[config.mk]
export PLATFORM = sky130hd
export DESIGN_NAME = uart_receiver
export DESIGN_NICKNAME = d
export VERILOG_FILES = /design/src/rtl/uart_receiver.sv
export SDC_FILE = /design/constraint.sdc
export NUM_CORES = 1
export LEC_CHECK = 0
export CAP_MARGIN = 40
export CORE_MARGIN = 1.5
export CORE_UTILIZATION = 44
export DETAILED_ROUTE_END_ITERATION = 12
export PLACE_DENSITY = 0.65
export SYNTH_ARGS = -nofsm -noshare
export SYNTH_HDL_FRONTEND = slang
export SYNTH_SLANG_ARGS = --single-unit
[constraint.sdc]
create_clock -name clk -period 2.6 [get_ports clk]
set_clock_uncertainty 0.15 [all_clocks]
set_input_delay 0.78 -clock clk [delete_from_list [all_inputs] [get_ports clk]]
set_output_delay 0.78 -clock clk [all_outputs]
set_load 0.005 [all_outputs]
[src/rtl/uart_receiver.sv]
// 8N1 UART receiver: two-flop synchroniser, mid-bit start validation, LSB-first
// centre sampling and stop-bit check with one-cycle valid / framing-error strobes.
module uart_receiver #(
  parameter int CLKS_PER_BIT = 10416
) (
  input  logic       clk,
  input  logic       rst,
  input  logic       rxd,
  output logic [7:0] data,
  output logic       data_valid,
  output logic       frame_err,
  output logic       busy,
  output logic [2:0] state_dbg_o
);

  localparam int CW = $clog2(CLKS_PER_BIT);
  localparam logic [CW-1:0] CNT_MID  = CW'(CLKS_PER_BIT / 2 - 1);
  localparam logic [CW-1:0] CNT_LAST = CW'(CLKS_PER_BIT - 1);
  localparam logic [CW-1:0] CNT_ONE  = CW'(1);

  typedef enum logic [2:0] {
    S_IDLE  = 3'd0,
    S_START = 3'd1,
    S_DATA  = 3'd2,
    S_STOP  = 3'd3,
    S_BREAK = 3'd4
  } state_e;

  state_e        state_q;
  logic [CW-1:0] cnt_q;
  logic [2:0]    bit_idx_q;
  logic [7:0]    sh_q;
  logic [7:0]    data_q;
  logic          data_valid_q;
  logic          frame_err_q;
  logic          rxd_meta_q;
  logic          rxd_s_q;

  // Synchroniser resets to the idle (high) line level so reset never looks like a start bit.
  always_ff @(posedge clk or posedge rst) begin
    if (rst) begin
      rxd_meta_q <= 1'b1;
      rxd_s_q    <= 1'b1;
    end else begin
      rxd_meta_q <= rxd;
      rxd_s_q    <= rxd_meta_q;
    end
  end

  always_ff @(posedge clk or posedge rst) begin
    if (rst) begin
      state_q      <= S_IDLE;
      cnt_q        <= '0;
      bit_idx_q    <= '0;
      sh_q         <= '0;
      data_q       <= '0;
      data_valid_q <= 1'b0;
      frame_err_q  <= 1'b0;
    end else begin
      data_valid_q <= 1'b0;
      frame_err_q  <= 1'b0;
      case (state_q)
        S_IDLE: begin
          if (!rxd_s_q) begin
            cnt_q   <= '0;
            state_q <= S_START;
          end
        end
        S_START: begin
          if (cnt_q == CNT_MID) begin
            if (!rxd_s_q) begin
              cnt_q     <= '0;
              bit_idx_q <= '0;
              state_q   <= S_DATA;
            end else begin
              state_q   <= S_IDLE;
            end
          end else begin
            cnt_q <= cnt_q + CNT_ONE;
          end
        end
        S_DATA: begin
          if (cnt_q == CNT_LAST) begin
            sh_q  <= {rxd_s_q, sh_q[7:1]};
            cnt_q <= '0;
            if (bit_idx_q == 3'd7) begin
              state_q <= S_STOP;
            end else begin
              bit_idx_q <= bit_idx_q + 3'd1;
            end
          end else begin
            cnt_q <= cnt_q + CNT_ONE;
          end
        end
        S_STOP: begin
          // Leaving at mid-stop-bit leaves half a bit to catch a back-to-back start.
          if (cnt_q == CNT_LAST) begin
            if (rxd_s_q) begin
              data_q       <= sh_q;
              data_valid_q <= 1'b1;
              state_q      <= S_IDLE;
            end else begin
              frame_err_q  <= 1'b1;
              state_q      <= S_BREAK;
            end
          end else begin
            cnt_q <= cnt_q + CNT_ONE;
          end
        end
        S_BREAK: begin
          if (rxd_s_q) state_q <= S_IDLE;
        end
        default: state_q <= S_IDLE;
      endcase
    end
  end

  assign data        = data_q;
  assign data_valid  = data_valid_q;
  assign frame_err   = frame_err_q;
  assign busy        = (state_q != S_IDLE);
  assign state_dbg_o = state_q;

endmodule

==> results.md <==
* Status: completed
* VDD IR-drop max at 0.250 mV
* P_leak at 1.18 nW
* # rows at 24
* # nets final at 216
* Total number of vias at 1518
* Synth Warn # at 0
* Hold path endpoint: rxd_s_q
* Hold path cells at 0
* Startpoint class of the critical path: flip-flop
* Longest Clk Path Bufs at 2
* Slew Limit Fails at 0
* Syn Area/Cell at 11.5 um2
* WL final at 3940 um
* Critical path endpoint category: flip-flop
* Layout cells sized above 1 at 30.0%
* Layout fillers at 368
* R2R Path End: sh_q[1]
* Placed instance area at 2310 um2
* H-tree lvl count at 2
* Placed cells at 252
* Grt ovf at 0
* Delay of the slowest critical-path stage at 540 ps
* Pin count of the biggest net entering global routing at 41
* Sw Ratio at 21.0%
* Flop pwr share at 58.6%
* # IOs at 17
* Chip Height at 69.8 um
* Register area share after synthesis at 51.1%
* Slowest CP cell: or4b_4
* DRT Pass-1 Iters at 4
* CTS buffer count at 5
* DIE AREA at 4870 um2
* Post-route insts no fill at 262
* Final hold vios at 0
* Detailed Route Iter0 Violations at 98
* Final hold slack at 207 ps
* Min-delay worst type: flip-flop to flip-flop
* Die Width at 69.8 um
* Synth Instances at 171
* Crit path launch: cnt_q[10]
* Logic gate share of total power at 1.6%
* F_max at 0.394 GHz
* Clk Latency, worst-skew pair at 290 ps
* Area growth from synthesis to layout at 24.5%
* TritonCTS clock tree: done
* Worst path bufs/invs at 1
* Total track usage at 17.0%
* Main synth FF type: dfrtp_1
* Hold_sp: rxd_meta_q
* Max-Cap Viols at 0
* Most common cell in the synthesized netlist: dfrtp_1
* Post-place setup slack at 65.6 ps
* CTS root buffer: clkbuf_8
* Initial Util at 45.4%
* Vias in the first global route at 1446
* CP Cell Sequence: or4b_4, or4_4, or3_1, buf_4, mux2_4
* Pwr dens at 437 nW/um2
* Synth top area share at 48.4%
* Routability-driven placement congestion ratio at 0.814
* Clock share of power at 39.8%
* Crit Path Class: flip-flop to flip-flop
* CP Max Fanout at 9
* CP required at 2630 ps
* Worst Max-Slew Pin Slew at 522 ps
* Period Utilization, post-route at 97.7%
* Total core area at 4320 um2
* #FFs+latches synth at 40
* Initial antenna violation count at 0
* Unique cell type count in the Yosys netlist at 44
* First-pass GRT wire length at 6610 um
* FF-to-FF Start: cnt_q[10]
* Setup violations, final at 0
* Reg2reg path depth at 5
* Post-layout instance area at 2440 um2
* Clk slew on worst S/H paths at 70 ps
* Delay-heaviest family, CP: simple AND/OR/NAND/NOR gates
* Number of synthesized flops with an enable pin at 0
* DP HPWL at 2810 um
* Post-route ant nets at 0
* CTS hold repair buffers at 0
* R2R Setup Slk at 60 ps
* Post-synth top area cell: dfrtp_1
* Synth top cells by count: dfrtp_1 (38), nand2_1 (11), a21oi_1 (10), mux2_2 (10), nor2_1 (9)
* WP data arrival at 2570 ps
* Clk sink count at 40
* Post-synthesis cell area at 1960 um2
* Int Pwr at 0.845 mW
* Share of flip-flops with an asynchronous set or reset at 100%
* Remaining DRCs at 0
* N_diodes at 0
* Main area contributors after synthesis: dfrtp_1 (48%), mux2_4 (6.1%), mux2_2 (5.7%)
* Via density per instance at 5.79
* Slew headroom at 64.9%
* Net switching power at 0.224 mW
* Post-Syn Nets at 178
* Total power at 1.07 mW
* IO buf count at 16
* Minimum clock period at 2540 ps
* WL per Instance at 15.0 um
* PnR worst setup slack at 60.2 ps
-- worst max-delay path by stage --
| stage | endpoint | slack [ps] | cells past startpoint |
|---|---|---|---|
| after global placement | sh_q[2] | 80 | 5 |
| final | sh_q[1] | 60 | 5 |
| after detailed placement | sh_q[1] | 70 | 5 |
| after floorplan | sh_q[0] | 80 | 5 |
| after global routing | cnt_q[7] | -8 | 7 |
| after CTS | sh_q[1] | 50 | 7 |
-- area by class of cell --
class	count	area [um2]	share of cell area [%]
timing repair buffer	39	333	13.6
multi-input combinational	119	935	38.2
tap	52	65.1	2.66
clock inverter	1	7.51	0.307
inverter	4	15.0	0.614
sequential	40	1000	41.0
clock buffer	7	86.3	3.53
-- metal layers --
layer	vias to the layer above	routed length, um	global-route usage [%]
li1	728	-	-
met1	746	1820	21.0
met2	38	1900	28.8
met3	6	165	4.80
met4	0	52	5.13
met5	-	0	0
-- state kept, by name (all words and copies together), names as in the netlist --
name / count
cnt_q: 14
data: 8
sh_q: 8
bit_idx_q: 3
state_dbg_o: 3
data_valid: 1
frame_err: 1
rxd_meta_q: 1
rxd_s_q: 1
-- power groups by stage --
stage                     Combinational, mW  Sequential [mW]  Clock (mW)
final                                0.0173            0.627       0.425
after global routing                 0.0209            0.627       0.470
after CTS                            0.0186            0.626       0.437
after detailed placement             0.0187            0.639           0
after global placement               0.0180            0.639           0
after floorplan                      0.0107            0.638           0
-- placed cells by master, fill, tap and decap left out, types with 2 or more instances in the layout --
cell,instances
dfrtp_1,38
buf_4,23
clkdlybuf4s50_1,16
nand2_1,11
mux2_2,10
nor2_1,9
a21oi_1,9
a31oi_1,8
mux2_4,8
nand3_1,7
clkbuf_8,6
o21ai_0,5
inv_1,4
a22o_1,4
a41oi_1,4
ha_1,4
and3_1,3
nor3_1,2
or4b_4,2
or3_1,2
nor2b_1,2
o41ai_1,2
nor4_1,2
a221o_1,2
mux2i_1,2
nand4_1,2
dfstp_2,2
-- logic make-up (layout without fill, tap and decap cells) --
kind of cell	Yosys count	count (layout)	synth area share [%]
simple gates	55	55	16.6
compound gates	40	40	14.1
flops	40	40	51.1
mux	20	20	12.9
buf+inv	12	51	2.74
fa+ha+maj	4	4	2.55
-- timing repair --
| item | in CTS | in global routing |
|---|---|---|
| setup endpoints to repair | 0 | 19 |
| gates resized for setup | 0 | 5 |
| setup buffers | 0 | 2 |
| endpoints found under the hold margin | 0 | 0 |
-- metrics by stage --
step / utilization [%] / TNS (ps)
CTS: 55.5 / 0
global route: 56.5 / -7.93
floorplan: - / 0
global placement: 53.4 / 0
detailed placement: 53.4 / 0
finish: 56.5 / 0
(Power assumes the default switching activity.)
